### src/rtl/piso_br_stream.sv
// ============================================================================
// Module  : piso_br_stream
// Brief   : Parallel-in/serial-out shifter with programmable clocks-per-bit,
//           fixed bit order and a one-word holding buffer for gapless streaming.
// Revision: 1.0 - initial release
// ============================================================================
`default_nettype none

module piso_br_stream #(
  parameter int WIDTH     = 8,
  parameter int DIV_W     = 8,
  parameter bit MSB_FIRST = 1'b1,
  parameter bit IDLE_LVL  = 1'b1
) (
  input  logic             clk,
  input  logic             rst_n,
  input  logic [WIDTH-1:0] din,
  input  logic             din_valid,
  output logic             din_ready,
  input  logic [DIV_W-1:0] div,
  output logic             dout,
  output logic             dout_valid,
  output logic             busy,
  output logic             done
);

  localparam int BW = $clog2(WIDTH);
  localparam logic [BW-1:0] c_LAST_BIT = BW'(WIDTH - 1);
  localparam logic [BW-1:0] c_PEN_BIT  = BW'(WIDTH - 2);

  typedef enum logic [1:0] {
    ST_IDLE       = 2'd0,
    ST_SHIFT      = 2'd1,
    ST_SHIFT_FULL = 2'd2
  } state_t;

  state_t           r_state;
  logic [WIDTH-1:0] r_sh;
  logic [WIDTH-1:0] r_buf;
  logic [BW-1:0]    r_bit_cnt;
  logic [DIV_W-1:0] r_div_cnt;
  logic [DIV_W-1:0] r_div_rld;
  logic             r_dout;
  logic             r_dout_valid;
  logic             r_done;
  logic             r_din_ready;

  logic             w_xfer;
  logic             w_shifting;
  logic             w_bit_end;
  logic             w_word_end;
  logic             w_load;
  logic [WIDTH-1:0] w_load_word;
  logic             w_load_first;
  logic [DIV_W-1:0] w_div_rld;
  logic [WIDTH-1:0] w_sh_adv;
  logic             w_next_bit;

  assign w_xfer     = din_valid & r_din_ready;
  assign w_shifting = (r_state != ST_IDLE);
  // The divider counts down from max(div,1)-1, so a bit ends when it reaches 0.
  assign w_bit_end  = (r_div_cnt == '0);
  assign w_word_end = w_shifting & w_bit_end & (r_bit_cnt == c_LAST_BIT);

  // A new word enters the shifter from idle, or at a word boundary from the
  // buffer (if occupied) or straight from the input (gapless pass-through).
  assign w_load = ((r_state == ST_IDLE) & w_xfer) |
                  (w_word_end & ((r_state == ST_SHIFT_FULL) | w_xfer));

  assign w_load_word  = (r_state == ST_SHIFT_FULL) ? r_buf : din;
  assign w_load_first = MSB_FIRST ? w_load_word[WIDTH-1] : w_load_word[0];
  assign w_div_rld    = (div == '0) ? '0 : div - DIV_W'(1);
  assign w_sh_adv     = MSB_FIRST ? {r_sh[WIDTH-2:0], 1'b0} : {1'b0, r_sh[WIDTH-1:1]};
  assign w_next_bit   = MSB_FIRST ? r_sh[WIDTH-2] : r_sh[1];

  always_ff @(posedge clk or negedge rst_n) begin
    if (!rst_n) begin
      r_state      <= ST_IDLE;
      r_sh         <= '0;
      r_buf        <= '0;
      r_bit_cnt    <= '0;
      r_div_cnt    <= '0;
      r_div_rld    <= '0;
      r_dout       <= IDLE_LVL;
      r_dout_valid <= 1'b0;
      r_done       <= 1'b0;
      r_din_ready  <= 1'b1;
    end else if (w_load) begin
      r_state      <= ST_SHIFT;
      r_sh         <= w_load_word;
      r_dout       <= w_load_first;
      r_dout_valid <= 1'b1;
      r_bit_cnt    <= '0;
      r_div_cnt    <= w_div_rld;
      r_div_rld    <= w_div_rld;
      r_done       <= 1'b0;
      r_din_ready  <= 1'b1;
    end else if (!w_shifting) begin
      r_done <= 1'b0;
    end else if (w_word_end) begin
      r_state      <= ST_IDLE;
      r_dout       <= IDLE_LVL;
      r_dout_valid <= 1'b0;
      r_bit_cnt    <= '0;
      r_div_cnt    <= '0;
      r_done       <= 1'b0;
    end else begin
      // done is registered one clock early so it coincides with the final clock.
      if (w_bit_end) begin
        r_sh      <= w_sh_adv;
        r_dout    <= w_next_bit;
        r_bit_cnt <= r_bit_cnt + BW'(1);
        r_div_cnt <= r_div_rld;
        r_done    <= (r_bit_cnt == c_PEN_BIT) & (r_div_rld == '0);
      end else begin
        r_div_cnt <= r_div_cnt - DIV_W'(1);
        r_done    <= (r_bit_cnt == c_LAST_BIT) & (r_div_cnt == DIV_W'(1));
      end
      if (w_xfer) begin
        r_buf       <= din;
        r_din_ready <= 1'b0;
        r_state     <= ST_SHIFT_FULL;
      end
    end
  end

  assign din_ready  = r_din_ready;
  assign dout       = r_dout;
  assign dout_valid = r_dout_valid;
  assign done       = r_done;
  assign busy       = w_shifting;

endmodule

`default_nettype wire
### config.mk
export PLATFORM = sky130hd
export DESIGN_NAME = piso_br_stream
export DESIGN_NICKNAME = d
export VERILOG_FILES = /design/src/rtl/piso_br_stream.sv
export SDC_FILE = /design/constraint.sdc
export NUM_CORES = 1
export LEC_CHECK = 0
export CORE_ASPECT_RATIO = 1.25
export CORE_MARGIN = 5
export CORE_UTILIZATION = 57
export CTS_CLUSTER_DIAMETER = 50
export DETAILED_ROUTE_END_ITERATION = 12
export PLACE_DENSITY = 0.8
export SYNTH_ARGS = -nofsm -noshare
export SYNTH_HDL_FRONTEND = slang
export SYNTH_SLANG_ARGS = --single-unit
### constraint.sdc
create_clock -name clk -period 2.9 [get_ports clk]
set_input_delay 0.87 -clock clk [delete_from_list [all_inputs] [get_ports clk]]
set_output_delay 0.87 -clock clk [all_outputs]
set_load 0.01 [all_outputs]
# Word level (Yosys, flattened, before mapping)
# Cells that the tools add are included.
# W data, S select, Z words.
# op_classes
addsub	3
eq_ne	5
n_mux	33
bitwise_logic	11
n_reduce_logical	17
# ops
operator	n
$mux W8	6
$mux W7	4
$logic_not A8 Y1	3
$sub A8 B1 Y8 const B	2
$mux W1	15
$mux W3	4
$reduce_bool A2 Y1	5
$eq A8 B1 Y1 const B	1
$mux W2	4
$and A1 B1 Y1	7
$eq A3 B3 Y1 const B	2
$reduce_and A2 Y1	3
$reduce_and A3 Y1	2
$reduce_bool A3 Y1	2
$reduce_and A4 Y1	1
$add A3 B1 Y3 const B	1
$eq A2 B2 Y1 const B	1
$logic_not A2 Y1	1
$ne A2 B1 Y1 const B	1
$not A1 Y1	2
$or A1 B1 Y1	2
# word_totals
register_bits	40
inputBits	19
out_inout_bits	5
word_cells	79

# Depth between registers and ports, before layout
# depth
ltp_word	7
depth_mapped	7
ltp_nobuf	6

# Worst setup path after synthesis
# Ideal clock, no wire load.
# synth_path
path_type	input to register
start	input port div[4]
end	register r_div_cnt[4]
setup_ns	0.126
t_arrival_ns	2.354
required_time_ns	2.774
path_slack_ns	0.420
cell_stages	4
n_path_buf	0
path_cell_list	or4_1 > or4b_4 > a21boi_1 > a221o_1
# synth_via
elab_chain_len	3
word_cells_on_any_way	4
cone_classes	1 x add/sub; 2 x mux; 1 x reduce/logical
# synth_lines
element	line	rtl
from (decl)	20	input logic [DIV_W-1:0] div,
$sub A8 B1 Y8 or $logic_not A8 Y1 (tied branches)	72	assign w_div_rld = (div == '0) ? '0 : div - DIV_W'(1);
$mux W8 (*)	72	
$mux W8 (*)	88	end else if (w_load) begin
to (signal assigned)	94	r_div_cnt <= w_div_rld;
to (signal assigned)	113	r_div_cnt <= r_div_rld;
to (signal assigned)	116	r_div_cnt <= r_div_cnt - DIV_W'(1);
to (decl)	41	logic [DIV_W-1:0] r_div_cnt;
# Mark *: on every way between the ends. The rest lies on a longest branch, timed or not.
# A chain may end at the register's enable or synchronous reset.

# Worst setup path after layout
# layout_path
start	input port div[4]
end	register r_div_cnt[5]
# Same word-level chain as after synthesis.

==> flow_metrics.env <==
export IMPL_avgSynthCellArea_um2=10.2
export IMPL_async_reset_ff_share_pct=100
export IMPL_die_w_um=67.9
export IMPL_syn_cell_area_mm2=0.00239
export IMPL_netlist_area_leader_share_pct=39.8
export IMPL_seq_area_frac_synth_pct=42.0
export IMPL_yosysWarnings=0
export IMPL_clockBufferDepth=2
export IMPL_hold_path_end="dout"
export IMPL_ios=24
export IMPL_first_global_vias=2066
export IMPL_slew_viol_final=0
export IMPL_synth_nets=261
export IMPL_setup_viol=0
export IMPL_drive_gt1_share_pct=19.0
export IMPL_fin_crit_ns=2.66
export IMPL_port_buffers=23
export IMPL_routedWlPerCell_um=16.8
export IMPL_core_mm2=0.00407
export IMPL_grt_pass1_wl_um=9590
export IMPL_start_util_pct=58.8
export IMPL_antenna_found_initial=0
export IMPL_cts_buffers=5
export IMPL_run_status="completed"
export IMPL_gr_usage_all_layers_pct=22.7
export IMPL_power_frac_seq_pct=39.7
export IMPL_power_density_mw_per_mm2=918
export IMPL_reg2reg_from="r_div_cnt[1]"
export IMPL_cts_tree="yes"
export IMPL_p_int_mw=1.55
export IMPL_max_slew_margin_pct=40.7
export IMPL_rows=26
export IMPL_hold_buffers=0
export IMPL_tightestPinTransition_ns=0.890
export IMPL_synth_area_top_cells="dfrtp_1 40%, mux2_2 7.1%, ha_1 3.7%"
export IMPL_cts_root_buf="clkbuf_8"
export IMPL_cts_sinks=40
export IMPL_dpl_hpwl_um=4090
export IMPL_routed_wirelength_um=5470
export IMPL_yosysTopAreaCell="dfrtp_1"
export IMPL_drt_initial_drc_count=156
export IMPL_cp_data_required_time_ns=3.06
export IMPL_gr_total_overflow=0
export IMPL_die_height_um=82.4
export IMPL_start_kind="input port"
export IMPL_htree_levels=2
export IMPL_fmax_mhz=375
export IMPL_rsz0062_at_grt="false"
export IMPL_hold_viol_final=0
export IMPL_power_frac_clock_pct=14.2
export IMPL_clock_skew_ns=0.0119
export IMPL_syn_inst=235
export IMPL_hold_class="reg2reg"
export IMPL_ys_ff_latch=40
export IMPL_power_mw=2.59
export IMPL_post_route_period_util_pct=91.9
export IMPL_leakagePower_nw=1.17
export IMPL_place_gp_congestion=0.921
export IMPL_synth_edf_count=0
export IMPL_clk_pin_slew_ns=0.08
export IMPL_diodes=0
export IMPL_antenna_left=0
export IMPL_worstSkewPairLatency_ns=0.30
export IMPL_reg2reg_to="r_sh[4]"
export IMPL_drcViolationCount=0
export IMPL_dr_pass1_iters=4
export IMPL_post_synth_top_count_cell="dfrtp_1"
export IMPL_drv_cap=0
export IMPL_swShare_pct=40.2
export IMPL_vias=1981
export IMPL_pwr_share_comb_pct=46.1
export IMPL_synth_ff_type="dfrtp_1"
export IMPL_vias_per_cell=6.10
export IMPL_reg2reg_slack_ns=0.47
export IMPL_worst_path_max_fanout=14
export IMPL_power_net_switching_mw=1.04
export IMPL_crit_arrival_ns=2.83
export IMPL_synthToLayoutAreaGrowth_pct=18.0
export IMPL_postCtsSetupBuffers=0
export IMPL_end_kind="flip-flop"
export IMPL_ctsResizeCount=0
export IMPL_critical_path_class="in2reg"
export IMPL_final_nets=294
export IMPL_worstHoldStart="dout"
export IMPL_synth_cell_types=59
export IMPL_grt_max_degree=41
export IMPL_die_area_mm2=0.00560
export IMPL_synth_commonest_cells="38 x dfrtp_1, 16 x inv_1, 15 x mux2_2"
export IMPL_peakVddDrop_mv=0.458
export IMPL_hold_depth=2
export IMPL_fin_setup_tns_ns=0
export IMPL_r2r_cells=7
==> area by class of cell <==
cell class,instances,area (µm²)
tap,56,70.1
sequential,40,1000
clock buffer,6,72.6
timing repair buffer,38,338
clock inverter,2,12.5
fill,315,1250
multi-input combinational,166,1260
inverter,17,63.8
==> placed cells by master (no fill, tap or decap), types with 3 or more instances in the layout <==
cell	instances
o32a_1	6
clkbuf_8	5
nor2_1	9
mux2_2	15
nand2_1	14
nor3_1	4
nand4_1	3
xnor2_1	4
nor4_1	5
mux2i_1	4
ha_1	7
inv_1	16
buf_4	15
nor3b_1	7
a21oi_1	8
a31oi_1	9
clkdlybuf4s50_1	22
o2bb2ai_1	7
dfrtp_1	38
o221ai_1	4
o21ai_0	10
nand2b_1	4
==> metal layers <==
layer,GRT usage (%),routed length (µm)
met1,27.7,2260
met2,37.9,2800
met3,4.60,202
met4,11.1,208
met5,0,0
==> how the worst max path moves through the flow <==
stage                start           end  depth (start not counted)
floorplan           div[4]  r_div_cnt[4]                          4
global placement    div[4]  r_div_cnt[5]                          5
detailed placement  div[4]  r_div_cnt[3]                          5
CTS                 div[4]  r_div_cnt[3]                          5
global route        div[4]  r_div_cnt[5]                          5
finish              div[4]  r_div_cnt[5]                          5
==> power groups by stage <==
| stage | logic [mW] | registers (mW) | clock network [mW] |
|---|---|---|---|
| global route | 1.34 | 1.06 | 0.402 |
| finish | 1.19 | 1.03 | 0.368 |
| CTS | 1.19 | 1.02 | 0.374 |
| global placement | 1.16 | 1.03 | 0 |
| detailed placement | 1.18 | 1.04 | 0 |
| floorplan | 0.916 | 0.950 | 0 |
==> flip-flops by register name (all words and copies together) (netlist names) <==
register    cells
r_bit_cnt       3
r_sh            7
r_div_cnt       8
done            1
r_buf           8
r_state         2
dout            1
r_div_rld       8
dout_valid      1
din_ready       1
==> critical path, stage by stage <==
cell	delay, ns
clkdlybuf4s50_1	0.41
or4_1	0.55
or4b_4	0.54
o21ai_2	0.25
o221ai_1	0.21
==> cells by family (layout without fill, tap and decap cells) <==
group                    count (synthesis)  after routing  synth area share (%)
XOR/XNOR                                 6              6                  2.20
AND/OR/NAND/NOR                         66             66                  16.4
AO/OA/AOI/OAI                           68             68                  21.6
adder cells (fa/ha/maj)                  7              7                  3.66
multiplexers                            19             19                  8.74
flip-flops                              40             40                  42.0
buffers and inverters                   29             63                  5.34
==> metrics by stage <==
step	setup slack, ns	hold WS (ns)	area, µm²	instances	util [%]
2_1_floorplan	0.420	0.470	2390	235	-
3_3_place_gp	-0.0752	0.468	2730	317	67.2
3_5_place_dp	-0.0776	0.471	2730	317	67.2
4_1_cts	0.239	0.480	2820	325	69.3
5_1_grt	0.120	0.508	2820	325	69.3
6_report	0.236	0.477	2820	325	69.3
Note: power is estimated with default switching activity, not from simulation.
